<file path="config.mk">
export PLATFORM = sky130hd
export DESIGN_NAME = axis_pkt_fifo
export DESIGN_NICKNAME = d
export VERILOG_FILES = /design/src/rtl/axis_pkt_fifo.sv
export SDC_FILE = /design/constraint.sdc
export NUM_CORES = 1
export LEC_CHECK = 0
export ABC_AREA = 0
export CORE_ASPECT_RATIO = 1.75
export CORE_MARGIN = 2
export CORE_UTILIZATION = 60
export DETAILED_ROUTE_END_ITERATION = 12
export PLACE_DENSITY = 0.79
export SYNTH_ARGS = -nofsm -noshare
export SYNTH_HDL_FRONTEND = slang
export SYNTH_SLANG_ARGS = --single-unit
export TNS_END_PERCENT = 50
</file>
<file path="constraint.sdc">
create_clock -name aclk -period 12.7 [get_ports aclk]
set_input_delay 1.905 -clock aclk [delete_from_list [all_inputs] [get_ports aclk]]
set_output_delay 1.905 -clock aclk [all_outputs]
set_load 0.01 [all_outputs]
</file>
<file path="src/rtl/axis_pkt_fifo.sv">
// axis_pkt_fifo
//   Packet-mode AXI-Stream FIFO. By default, a packet is held until its tlast
//   beat has been written. Only then is it released downstream. If the FIFO
//   fills up while no complete packet is stored, that packet cannot ever be
//   completed in place. The FIFO then enters CUT_THROUGH, raises the sticky
//   oversize flag and streams the packet out as it arrives. It returns to
//   STORE when that packet's tlast beat leaves.
//
// Ports
//   aclk, areset          : single rising-edge clock, async active-high reset
//   s_axis_tdata/tstrb/tlast/tvalid, s_axis_tready : upstream slave stream
//   m_axis_tdata/tstrb/tlast/tvalid, m_axis_tready : downstream master stream
//   occupancy             : words currently stored (0..DEPTH)
//   pkt_count             : complete packets stored (excludes a cut-through packet)
//   oversize              : sticky, set when a packet exceeded DEPTH words
module axis_pkt_fifo #(
  parameter int DATA_WIDTH = 32,
  parameter int DEPTH      = 16
) (
  input  logic                      aclk,
  input  logic                      areset,
  input  logic [DATA_WIDTH-1:0]     s_axis_tdata,
  input  logic [DATA_WIDTH/8-1:0]   s_axis_tstrb,
  input  logic                      s_axis_tlast,
  input  logic                      s_axis_tvalid,
  output logic                      s_axis_tready,
  output logic [DATA_WIDTH-1:0]     m_axis_tdata,
  output logic [DATA_WIDTH/8-1:0]   m_axis_tstrb,
  output logic                      m_axis_tlast,
  output logic                      m_axis_tvalid,
  input  logic                      m_axis_tready,
  output logic [$clog2(DEPTH):0]    occupancy,
  output logic [$clog2(DEPTH):0]    pkt_count,
  output logic                      oversize
);

  localparam int AW = $clog2(DEPTH);
  localparam int CW = AW + 1;
  localparam int SW = DATA_WIDTH / 8;
  localparam logic [CW-1:0] FULL_LVL = CW'(DEPTH);

  typedef enum logic {
    STORE       = 1'b0,
    CUT_THROUGH = 1'b1
  } state_t;

  // Storage is intentionally not reset; occupancy alone defines validity.
  logic [DATA_WIDTH-1:0] data_mem_r [DEPTH];
  logic [SW-1:0]         strb_mem_r [DEPTH];
  logic                  last_mem_r [DEPTH];

  logic [AW-1:0] wr_ptr;
  logic [AW-1:0] rd_ptr;
  state_t        state_r;
  logic          ct_last_seen_r;  // tlast of the cut-through packet has been written (uncounted)
  logic          ready_en_r;      // holds tready low until the first edge after reset release

  logic push_s;
  logic pop_s;
  logic pkt_inc_s;
  logic pkt_dec_s;

  // Handshakes are derived from registered state only, so s_axis_tready never
  // depends on m_axis_tready.
  assign s_axis_tready = ready_en_r && (occupancy != FULL_LVL);
  assign m_axis_tvalid = (occupancy != {CW{1'b0}}) &&
                         ((pkt_count != {CW{1'b0}}) || (state_r == CUT_THROUGH));

  assign push_s = s_axis_tvalid && s_axis_tready;
  assign pop_s  = m_axis_tvalid && m_axis_tready;

  // Head entry is presented straight from storage; it only changes on a pop.
  assign m_axis_tdata = data_mem_r[rd_ptr];
  assign m_axis_tstrb = strb_mem_r[rd_ptr];
  assign m_axis_tlast = last_mem_r[rd_ptr];

  // Packet counting: the cut-through packet's tlast is never counted, so its pop never decrements.
  always_comb begin
    pkt_inc_s = 1'b0;
    pkt_dec_s = 1'b0;
    if (state_r == CUT_THROUGH) begin
      pkt_inc_s = push_s && s_axis_tlast && ct_last_seen_r;
      pkt_dec_s = 1'b0;
    end else begin
      pkt_inc_s = push_s && s_axis_tlast;
      pkt_dec_s = pop_s && m_axis_tlast;
    end
  end

  // Storage write port.
  always_ff @(posedge aclk) begin
    if (push_s) begin
      data_mem_r[wr_ptr] <= s_axis_tdata;
      strb_mem_r[wr_ptr] <= s_axis_tstrb;
      last_mem_r[wr_ptr] <= s_axis_tlast;
    end
  end

  // Pointers, word occupancy and reset-release ready enable.
  always_ff @(posedge aclk or posedge areset) begin
    if (areset) begin
      wr_ptr     <= {AW{1'b0}};
      rd_ptr     <= {AW{1'b0}};
      occupancy  <= {CW{1'b0}};
      ready_en_r <= 1'b0;
    end else begin
      ready_en_r <= 1'b1;
      if (push_s) begin
        wr_ptr <= wr_ptr + AW'(1);
      end
      if (pop_s) begin
        rd_ptr <= rd_ptr + AW'(1);
      end
      case ({push_s, pop_s})
        2'b10:   occupancy <= occupancy + CW'(1);
        2'b01:   occupancy <= occupancy - CW'(1);
        default: occupancy <= occupancy;
      endcase
    end
  end

  // Complete-packet counter; a simultaneous counted write and pop cancel out.
  always_ff @(posedge aclk or posedge areset) begin
    if (areset) begin
      pkt_count <= {CW{1'b0}};
    end else begin
      case ({pkt_inc_s, pkt_dec_s})
        2'b10:   pkt_count <= pkt_count + CW'(1);
        2'b01:   pkt_count <= pkt_count - CW'(1);
        default: pkt_count <= pkt_count;
      endcase
    end
  end

  // STORE / CUT_THROUGH state machine with the sticky oversize flag.
  always_ff @(posedge aclk or posedge areset) begin
    if (areset) begin
      state_r        <= STORE;
      ct_last_seen_r <= 1'b0;
      oversize       <= 1'b0;
    end else begin
      case (state_r)
        STORE: begin
          // Full with no complete packet: the packet can never finish in place.
          if ((occupancy == FULL_LVL) && (pkt_count == {CW{1'b0}})) begin
            state_r        <= CUT_THROUGH;
            ct_last_seen_r <= 1'b0;
            oversize       <= 1'b1;
          end else begin
            state_r <= STORE;
          end
        end
        CUT_THROUGH: begin
          if (push_s && s_axis_tlast) begin
            ct_last_seen_r <= 1'b1;
          end
          // The first tlast leaving the FIFO is always the oversize packet's.
          if (pop_s && m_axis_tlast) begin
            state_r <= STORE;
          end else begin
            state_r <= CUT_THROUGH;
          end
        end
        default: begin
          state_r        <= STORE;
          ct_last_seen_r <= 1'b0;
        end
      endcase
    end
  end

endmodule

</file>
* After elaboration in Yosys (flattened, before gate mapping)
Memory sizes are Yosys's and may differ from the RTL's.
Cells that the tools add are included.
** Word-level totals
- Flip-flop bits (word level) :: 22
- Output and inout port bits :: 50
- Memory bits (writable) :: 592
- Memories kept :: 3
- Word-level logic and storage cells :: 54
** Operators by class
- Bitwise gates (word level) :: 1
- Reduce and logical (&&, ||, !) cells :: 16
- Add/sub/neg operators :: 6
- Equal/unequal tests :: 8
- Muxes and demuxes :: 12
** Memory list
- data_mem_r :: depth 16, width 32, rd ports 1, clocked after Yosys merged registers in 0, wr ports 1, RTL line 48 : logic [DATA_WIDTH-1:0] data_mem_r [DEPTH];
- strb_mem_r :: depth 16, width 4, rd ports 1, clocked after Yosys merged registers in 0, wr ports 1, RTL line 49 : logic [SW-1:0] strb_mem_r [DEPTH];
- last_mem_r :: depth 16, width 1, rd ports 1, clocked after Yosys merged registers in 0, wr ports 1, RTL line 50 : logic last_mem_r [DEPTH];
** Operators with widths (number)
- 5-bit one-hot mux with 2 select lines :: 2
- 5-bit by 1-bit adder with 5-bit output (second input constant) :: 2
- 5-bit nonzero test :: 2
- 5-bit by 1-bit subtractor with 5-bit output (second input constant) :: 2
- 4-bit by 1-bit adder with 4-bit output (second input constant) :: 2
- 1-bit logical AND :: 8
- 1-bit two-way mux :: 8
- 5-bit == test (second input constant) :: 1
- 5-bit logical NOT :: 1
- 5-bit != test (second input constant) :: 1
- 2-bit by 1-bit == test with 1-bit output (second input constant) :: 2
- 2-bit == test (second input constant) :: 2
- 1-bit one-hot mux with 2 select lines :: 2
- 2-bit AND reduction :: 2
- 2-bit nonzero test :: 2
- 2-bit by 1-bit != test with 1-bit output (second input constant) :: 1
- 2-bit != test (second input constant) :: 1
- 1-bit logical OR :: 1
- 1-bit NOT :: 1

* Longest topological paths before layout
Gate-level depths: netlist of the first run.
- Depth after elaboration :: 8
- Gate-level depth with buffers :: 15
- Depth with buffers taken out :: 13

* Least setup slack after synthesis of the first run
Ideal clock, no wire load.
- Kind :: input to register
- Start point :: input port s_axis_tvalid
- End point :: memory data_mem_r[2][0], enable pin
- Data required time :: 12.223 ns
- Slack :: 7.187 ns
- Arrival time :: 5.036 ns
- Stages :: 4
- Path buffers :: 1
- Setup time :: 0.477 ns
- Cells stage by stage :: and3_1 -> clkbuf_1 -> nand2_1 -> nor3_1
** On the way
- Word-level cells in the longest chain between the ends :: 3
** RTL lines
- start, declared :: RTL line 25 : input logic s_axis_tvalid,
- 1-bit logical AND :: RTL line 69 : assign push_s = s_axis_tvalid && s_axis_tready;
- 1-bit two-way mux :: RTL line 92 : if (push_s) begin
- 1-bit two-way mux (not written as such) :: RTL line 93 : data_mem_r[wr_ptr] <= s_axis_tdata;
- end, declared :: RTL line 48
Every way passes these cells.

* Worst setup path after layout of the first run
- Start point :: register rd_ptr[0]
- End point :: output port m_axis_tdata[3]
** On the way
- Word-level cells in the longest chain between the ends :: 1
** RTL lines
- start, declared :: RTL line 53 : logic [AW-1:0] rd_ptr;
- start signal, assigned :: RTL line 103 : rd_ptr <= {AW{1'b0}};
- start signal, assigned :: RTL line 112 : rd_ptr <= rd_ptr + AW'(1);
- memory 16 x 32 bit
- end, declared :: RTL line 27 : output logic [DATA_WIDTH-1:0] m_axis_tdata,
Every way passes these cells.

==> impl_metrics.env, run 1 <==
export IMPL_maxCapViolations=0
export IMPL_port_buffers=90
export IMPL_ios=91
export IMPL_crit_type="reg2out"
export IMPL_postRouteAntennaNets=0
export IMPL_crit_arrival_ns=3.98
export IMPL_initial_utilization_pct=60.67
export IMPL_async_flop_share_pct=3.583
export IMPL_synth_edf_count=592
export IMPL_period_minus_slack_ns=5.885
export IMPL_hp_class="reg2reg"
export IMPL_cts_tree="done"
export IMPL_setup_viol=0
export IMPL_worstSetupStartpointType="register"
export IMPL_cts_inserted_buffers=52
export IMPL_path_clk_slew_ns=0.07
export IMPL_slew_violations=0
export IMPL_cts_setup_buffers=0
export IMPL_synth_area_leaders="edfxtp_1 75%, mux4_2 13%, mux4_1 4.9%"
export IMPL_clk_root_buffer_cell="clkbuf_16"
export IMPL_ys_warn_count=0
export IMPL_synthCells=962
export IMPL_die_area_mm2=0.04126
export IMPL_route_vias_total=10640
export IMPL_rsz0062_at_grt="false"
export IMPL_gp_congestion=0.7225
export IMPL_netlist_area_mm2=0.02376
export IMPL_period_share_pct=46.34
export IMPL_synth_xor_xnor_area_share_pct=0.5899
export IMPL_htreeDepth=2
export IMPL_routedWlPerCell_um=31.00
export IMPL_grt_max_degree=122
export IMPL_slew_headroom_pct=28.52
export IMPL_via_per_inst=6.573
export IMPL_synth_most_common_cell="edfxtp_1"
export IMPL_cts_path_max_buffers=3
export IMPL_synthToLayoutAreaGrowth_pct=13.65
export IMPL_wl_um=50160
export IMPL_fmaxAchievable_mhz=169.9
export IMPL_ctsResizeCount=0
export IMPL_antenna_found_initial=4
export IMPL_synth_mux_area_share_pct=18.32
export IMPL_clock_latency_ns=0.58
export IMPL_drt_first_pass_iters=5
export IMPL_ys_flop_type="edfxtp_1"
export IMPL_gr_usage_all_layers_pct=25.22
export IMPL_synth_top_cell_area_share_pct=74.83
export IMPL_ctsHoldBuffers=0
export IMPL_path_max_fanout=121
export IMPL_synthSimpleGateAreaFrac_pct=1.059
export IMPL_ir_drop_uv=181.7
export IMPL_yosys_area_share_adder_pct=0.7163
export IMPL_die_y_um=267.2
export IMPL_tightestPinTransition_ns=1.072
export IMPL_finalHoldViolCount=0
export IMPL_core_mm2=0.03916
export IMPL_synth_distinct_cells=40
export IMPL_crit_path_end_kind="output pin"
export IMPL_grt_pass1_vias=11340
export IMPL_die_w_um=154.4
export IMPL_required_ns=10.80
export IMPL_ys_ff_latch=614
export IMPL_power_density_mw_per_mm2=214.3
export IMPL_gr_total_overflow=0
export IMPL_syn_num_nets=1016
export IMPL_synth_compound_area_share_pct=0.5425
export IMPL_grt_pass1_wl_um=74130
export IMPL_synth_top_family_by_area="multiplexers"
export IMPL_yosysTopAreaCell="edfxtp_1"
export IMPL_finClkSkew_ns=0.02982
export IMPL_power_uw=5785
export IMPL_synth_area_per_cell_um2=24.69
export IMPL_drtIter0Drc=1076
export IMPL_num_fill_cells=2257
export IMPL_fin_tns_setup_ns=0
export IMPL_synth_seq_area_share_pct=77.15
export IMPL_drc=0
export IMPL_cts_sink_count=614
export IMPL_hpwl_um=24850
export IMPL_p_leak_uw=0.008639
export IMPL_drive_gt1_share_pct=23.56
export IMPL_synth_commonest_cells="592 x edfxtp_1, 140 x mux4_2, 44 x mux4_1"
export IMPL_status="finished, final reports clean"
export IMPL_rows=96
export IMPL_layout_nets=1136
[cells by family after synthesis]
kind of cell               count (synthesis)
DFF                                      614
muxes                                    188
buffers and inverters                     59
and+or+nand+nor                           51
AOI/OAI and AO/OA                         20
xor gates and xnor gates                  16
adders and majority gates                 13
other                                      1
[power by group]
group / switching, uW / leakage [uW] / internal, uW / total (uW)
sequential: 160 / 0.00559 / 2350 / 2510
clock: 693 / 0.000861 / 924 / 1620
combinational: 727 / 0.00218 / 928 / 1650
total: 1580 / 0.00864 / 4210 / 5790
[placed cells by master, fill, tap and decap left out, types with 4 or more instances in the layout]
cell and n:
edfxtp_1 592, mux4_2 140, clkdlybuf4s50_1 90, clkbuf_16 54, mux4_1 44, buf_4 23, dfrtp_1 18, nand2_1 12
nor2_4 12, ha_1 12, clkinv_2 12, inv_1 11, clkbuf_1 10, xnor2_1 9, clkinv_1 8, xor2_1 7
bufinv_16 6, a21oi_1 5, o21ai_0 4, nor3_2 4, clkbuf_8 4
[state kept, by name (all words and copies together) (netlist names), 4 cells and up]
| register | cells |
|---|---|
| last_mem_r | 16 |
| occupancy | 5 |
| rd_ptr | 4 |
| data_mem_r | 512 |
| wr_ptr | 4 |
| pkt_count | 5 |
| strb_mem_r | 64 |
[metrics by stage]
stage               hold slack, ns  worst slack [ns]  instance area (um^2)  utilization (%)  std cells
floorplan                   0.4666             7.187                 23760                -        962
global placement            0.4546             7.358                 25240            64.47       1518
global route                0.4932             6.545                 27000            68.95       1618
detailed placement          0.4552             7.353                 25240            64.47       1518
CTS                         0.4704             6.749                 26990            68.93       1615
finish                      0.4671             6.815                 27000            68.95       1618
[final cells by class]
cell class | count | area [um^2] | area share [%]
flip-flops and latches | 614 | 18340 | 67.93
repair buffers | 114 | 1094 | 4.050
well taps | 490 | 613.1 | 2.271
multi-input cells | 289 | 5156 | 19.10
clock buffers | 68 | 1444 | 5.348
inverters | 11 | 41.29 | 0.1529
clock inverters | 29 | 302.8 | 1.122
diodes | 3 | 7.507 | 0.02781
[path summary, 6_finish.rpt]
kind | startpoint | endpoint | slack (ns) | cells past startpoint
setup / recovery | rd_ptr[0] | m_axis_tdata[3] | 6.81 | 4
hold / removal | oversize | oversize | 0.47 | 1
max in group asynchronous | areset | rd_ptr[1] | 10.17 | 2
hold reg to reg | oversize | oversize | 0.47 | 1
min in group asynchronous | areset | pkt_count[3] | 1.83 | 2
setup reg to reg | rd_ptr[0] | pkt_count[4] | 8.12 | 14
[worst max-delay path, cell delays in order (launching register included)]
cell	delay [ns]
dfrtp_4	0.80
buf_12	0.66
mux4_1	0.68
mux4_2	0.52
clkdlybuf4s50_1	0.51
[metal layers]
layer  part of all wire, %  global-route usage (%)  up-vias  wire, um
li1                      -                       -     4391         -
met1                    37                   32.77     5615     18470
met2                    53                   43.86      525     26760
met3                   6.7                   3.932      102      3375
met4                   3.1                   9.084        2      1536
met5                 0.032                       0        -        16
Power figures use the tool's default switching activity.
==> run 2, diff against run 1 <==
- clock period: 12.7 -> 5.5 ns (I/O delays scaled with it)
==> run 2 against run 1 <==
  * Sequential share of layout area is essentially flat
  * Clock power rose by 120%
  * Combinational power is 130% higher
  * Die area unchanged
  * Wire length increased by 0.56%
  * Highest routed layer unchanged
==> impl_metrics.env, run 2 (synthesis results as in run 1) <==
export IMPL_drive_gt1_share_pct=23.25
export IMPL_num_fill_cells=2260
export IMPL_cts_tree="done"
export IMPL_wl_um=50440
export IMPL_hp_class="reg2reg"
export IMPL_ios=91
export IMPL_crit_type="reg2out"
export IMPL_slew_violations=0
export IMPL_rsz0062_at_grt="false"
export IMPL_cts_path_max_buffers=3
export IMPL_required_ns=4.68
export IMPL_grt_busiest_layer="met2"
export IMPL_power_density_mw_per_mm2=492.9
export IMPL_crit_arrival_ns=3.64
export IMPL_gr_total_overflow=0
export IMPL_critPathLaunch="rd_ptr[1]"
export IMPL_setup_viol=0
export IMPL_die_area_mm2=0.04126
export IMPL_grt_pass1_vias=11360
export IMPL_path_clk_slew_ns=0.07
export IMPL_crit_path_end_kind="output pin"
export IMPL_finalHoldViolCount=0
export IMPL_gp_congestion=0.7184
export IMPL_initial_utilization_pct=60.67
export IMPL_htreeDepth=2
export IMPL_maxCapViolations=0
export IMPL_reg2reg_to="pkt_count[4]"
export IMPL_worstSetupStartpointType="register"
export IMPL_r2r_slack_ns=1.67
export IMPL_fin_tns_setup_ns=0
export IMPL_period_share_pct=81.10
export IMPL_place_ws_ns=1.628
export IMPL_path_max_fanout=51
export IMPL_slew_headroom_pct=21.09
export IMPL_clk_root_buffer_cell="clkbuf_16"
export IMPL_reg_largest_list="data_mem_r: 512 flops, strb_mem_r: 64 flops, last_mem_r: 16 flops"
export IMPL_port_buffers=90
export IMPL_regMostFlops="data_mem_r"
export IMPL_place_area_mm2=0.02533
export IMPL_drtIter0Drc=1307
export IMPL_drt_first_pass_iters=5
export IMPL_largest_register_ffs=512
export IMPL_gr_usage_all_layers_pct=25.24
export IMPL_drc=0
export IMPL_final_core_util_pct=68.95
export IMPL_fmaxAchievable_mhz=224.2
export IMPL_grt_use_met2_pct=43.42
export IMPL_cts_setup_buffers=0
export IMPL_layout_nets=1141
export IMPL_cts_inserted_buffers=51
export IMPL_antenna_found_initial=3
export IMPL_clock_latency_ns=0.58
export IMPL_cts_sink_count=614
export IMPL_rows=96
export IMPL_setup_ws_ns=1.039
export IMPL_synthToLayoutAreaGrowth_pct=13.66
export IMPL_core_mm2=0.03916
export IMPL_use_met1_pct=33.62
export IMPL_ctsHoldBuffers=0
export IMPL_p_leak_uw=0.008629
export IMPL_routedWlPerCell_um=31.15
export IMPL_hpwl_um=24500
export IMPL_period_minus_slack_ns=4.461
export IMPL_grt_max_degree=66
export IMPL_mostFrequentLayoutCell="edfxtp_1"
export IMPL_layout_common_cells="592 x edfxtp_1, 140 x mux4_2, 90 x clkdlybuf4s50_1"
export IMPL_grtUsageMet3_pct=3.770
export IMPL_ir_drop_uv=428.8
export IMPL_reg2reg_depth=13
export IMPL_r2r_start="rd_ptr[0]"
export IMPL_status="finished, final reports clean"
export IMPL_finClkSkew_ns=0.02006
export IMPL_die_y_um=267.2
export IMPL_ctsResizeCount=0
export IMPL_die_w_um=154.4
export IMPL_route_vias_total=10760
export IMPL_grt_pass1_wl_um=73910
export IMPL_final_cell_area_mm2=0.02700
export IMPL_via_per_inst=6.644
export IMPL_crit_end="m_axis_tstrb[1]"
export IMPL_postRouteAntennaNets=0
export IMPL_tightestPinTransition_ns=1.181
[run 2: cell types whose count changed in the layout (fill, tap and decap cells not counted)]
cell,previous run,this run
clkinv_2,12,5
buf_12,1,4
buf_4,23,26
clkinv_1,8,11
clkbuf_1,10,12
bufinv_16,6,5
clkbuf_16,54,53
clkbuf_8,4,3
clkinv_4,1,0
clkinvlp_4,1,2
diode_2,3,2
inv_6,0,1
[run 2: worst min path at each step]
stage                               from              to  slack (ns)  cells after the start
final                           oversize        oversize        0.48                      1
after global routing            oversize        oversize        0.49                      1
after CTS                       oversize        oversize        0.48                      1
after detailed placement        oversize        oversize        0.46                      1
after global placement          oversize        oversize        0.46                      1
after floorplan           ct_last_seen_r  ct_last_seen_r        0.47                      1
[run 2: power by group]
part	switching (uW)	internal, uW
Sequential	423	5430
Clock	1580	2040
Combinational	1640	2190
Total	3640	9660
[run 2: layer usage]
metal / vias to the layer above / wire length, um / share of wire, %
li1: 4403 / - / -
met1: 5668 / 18490 / 37
met2: 570 / 26590 / 53
met3: 113 / 3784 / 7.5
met4: 2 / 1554 / 3.1
met5: - / 13 / 0.026
[run 2: layout make-up]
| cell class | instances | area [um^2] | area share, % |
|---|---|---|---|
| flip-flops and latches | 614 | 18340 | 67.92 |
| multi-input cells | 289 | 5156 | 19.10 |
| clock buffers | 68 | 1413 | 5.232 |
| repair buffers | 120 | 1176 | 4.356 |
| well taps | 490 | 613.1 | 2.271 |
| clock inverters | 25 | 256.5 | 0.9500 |
| inverters | 11 | 41.29 | 0.1529 |
| diodes | 2 | 5.005 | 0.01854 |
[run 2: metrics by stage]
step	std cells	power, uW	hold slack [ns]
6_report	1619	13310	0.4848
2_1_floorplan	962	8425	0.4666
3_5_place_dp	1524	9796	0.4637
3_3_place_gp	1524	9705	0.4551
5_1_grt	1619	13770	0.4914
4_1_cts	1617	13430	0.4832
[run 2: worst max-delay path, cell delays in order (launching register included)]
cell and delay, ns:
dfrtp_4 0.93, buf_4 0.57, mux4_2 0.42, mux4_2 0.55, clkdlybuf4s50_1 0.51
==> run 3, diff against run 2 <==
- CORE_UTILIZATION: 60 -> 55
- PLACE_DENSITY: 0.79 -> 0.76
- clock period: 5.5 -> 4 ns (I/O delays scaled with it)
==> run 3 against run 2 <==
  * Power up 35%
  * Core utilization fell by 5.2 points
  * Non-clock buffer count rose by 7
  * First-iteration DRC count decreased by 25%
  * Critical endpoint is now m_axis_tdata[23]
  * Global-route usage decreased by 3.5 points
  * Hold slack got worse by 0.0016 ns
  * Combinational power grew 43%
  * Worst setup slack worse by 0.89 ns
  * Cell count is 4.8% higher
  * Register-to-register slack lost 1.0 ns
  * Wire length decreased by 5.4%
==> impl_metrics.env, run 3 (synthesis results as in run 1) <==
export IMPL_synthToLayoutAreaGrowth_pct=14.13
export IMPL_route_vias_total=10500
export IMPL_seqCellArea_mm2=0.01834
export IMPL_finClkSkew_ns=0.01319
export IMPL_port_buffers=90
export IMPL_gp_congestion=0.7601
export IMPL_place_area_mm2=0.02557
export IMPL_finalHoldViolCount=0
export IMPL_drive_gt1_share_pct=24.23
export IMPL_regMostFlops="data_mem_r"
export IMPL_fin_tns_setup_ns=0
export IMPL_die_w_um=161.1
export IMPL_postRouteAntennaNets=0
export IMPL_num_fill_cells=2743
export IMPL_layout_nets=1148
export IMPL_wl_um=47700
export IMPL_rows=100
export IMPL_drt_first_pass_iters=5
export IMPL_via_per_inst=6.189
export IMPL_clock_latency_ns=0.57
export IMPL_slew_headroom_pct=37.36
export IMPL_required_ns=3.40
export IMPL_worstSetupStartpointType="register"
export IMPL_grt_max_degree=73
export IMPL_crit_type="reg2out"
export IMPL_path_clk_slew_ns=0.07
export IMPL_cts_inserted_buffers=51
export IMPL_slew_violations=0
export IMPL_initial_utilization_pct=55.84
export IMPL_tightestPinTransition_ns=0.9386
export IMPL_ctsHoldBuffers=0
export IMPL_power_density_mw_per_mm2=660.6
export IMPL_rsz0062_at_grt="false"
export IMPL_status="finished, final reports clean"
export IMPL_p_leak_uw=0.008647
export IMPL_dr_wl_met2_um=25020
export IMPL_period_minus_slack_ns=3.850
export IMPL_cts_sink_count=614
export IMPL_grt_pass1_vias=11220
export IMPL_mostFrequentLayoutCell="edfxtp_1"
export IMPL_largest_register_ffs=512
export IMPL_cts_tree="done"
export IMPL_setup_viol=0
export IMPL_die_y_um=278.9
export IMPL_reg_largest_list="data_mem_r: 512 flops, strb_mem_r: 64 flops, last_mem_r: 16 flops"
export IMPL_crit_path_end_kind="output pin"
export IMPL_maxCapViolations=0
export IMPL_ir_drop_uv=502.2
export IMPL_routedWlPerCell_um=28.11
export IMPL_grt_pass1_wl_um=70840
export IMPL_hpwl_um=25260
export IMPL_ios=91
export IMPL_clk_root_buffer_cell="clkbuf_16"
export IMPL_final_cell_area_mm2=0.02711
export IMPL_htreeDepth=2
export IMPL_core_mm2=0.04254
export IMPL_cts_path_max_buffers=3
export IMPL_power_uw=17910
export IMPL_route_top_layer_used="met5"
export IMPL_drtIter0Drc=986
export IMPL_gr_usage_all_layers_pct=21.69
export IMPL_drt_met1_wl_um=18300
export IMPL_antenna_found_initial=2
export IMPL_drc=0
export IMPL_hp_class="reg2reg"
export IMPL_multi_input_area_mm2=0.005169
export IMPL_die_area_mm2=0.04493
export IMPL_period_share_pct=96.26
export IMPL_gr_total_overflow=0
export IMPL_wl_met3_um=2633
export IMPL_fmaxAchievable_mhz=259.7
export IMPL_layout_common_cells="592 x edfxtp_1, 140 x mux4_2, 90 x clkdlybuf4s50_1"
export IMPL_path_max_fanout=72
export IMPL_crit_arrival_ns=3.25
-- run 3: cell types whose count changed in the layout (fill, tap and decap cells not counted), moves of 5 or more --
cell       before  now
buf_12          4   10
bufinv_16       5    0
clkinv_2        5   17
clkbuf_1       12    7
-- run 3: repair_timing --
action	in CTS	in global routing
buffers inserted	0	0
resized for setup	0	1
endpoints found under the setup margin	0	6
-- run 3: layout make-up --
type / count / share of cell area [%]
Clock inverter: 33 / 0.6138
Sequential cell: 614 / 67.65
Antenna cell: 1 / 0.009230
Clock buffer: 61 / 5.040
Tap cell: 561 / 2.589
Inverter: 11 / 0.1523
Multi-Input combinational cell: 289 / 19.06
Timing Repair Buffer: 127 / 4.883
-- run 3: layer usage --
metal | vias to the layer above | global-route usage [%]
li1 | 4408 | -
met1 | 5630 | 28.17
met2 | 364 | 37.79
met3 | 98 | 2.852
met4 | 2 | 8.196
met5 | - | 0
-- run 3: final timing paths --
| check | from | cells past startpoint | to | slack [ns] |
|---|---|---|---|---|
| setup / recovery | rd_ptr[0] | 4 | m_axis_tdata[23] | 0.15 |
| hold / removal | oversize | 1 | oversize | 0.48 |
| setup reg to reg | rd_ptr[0] | 13 | pkt_count[4] | 0.66 |
| hold reg to reg | oversize | 1 | oversize | 0.48 |
| max in group asynchronous | areset | 2 | rd_ptr[0] | 2.78 |
| min in group asynchronous | areset | 2 | ready_en_r | 0.53 |
-- run 3: stage by stage --
step	std cells	hold WS, ns	setup slack (ns)	util (%)
6_report	1697	0.4832	0.1498	63.73
5_1_grt	1697	0.4849	0.006250	63.73
4_1_cts	1696	0.4827	0.04365	63.71
3_5_place_dp	1602	0.4601	0.6616	60.10
3_3_place_gp	1602	0.4562	0.6749	60.10
2_1_floorplan	962	0.4666	-0.2348	-
-- run 3: critical path, stage by stage, from the launching register on --
cell             delay [ns]
dfrtp_4                0.54
buf_16                 0.42
mux4_1                 0.62
mux4_2                 0.52
clkdlybuf4s50_1        0.51
-- run 3: power breakdown --
part,switching [uW],total [uW],internal (uW)
combinational,2440,5460,3020
sequential,366,7840,7470
clock,2170,4610,2440
total,4970,17900,12900
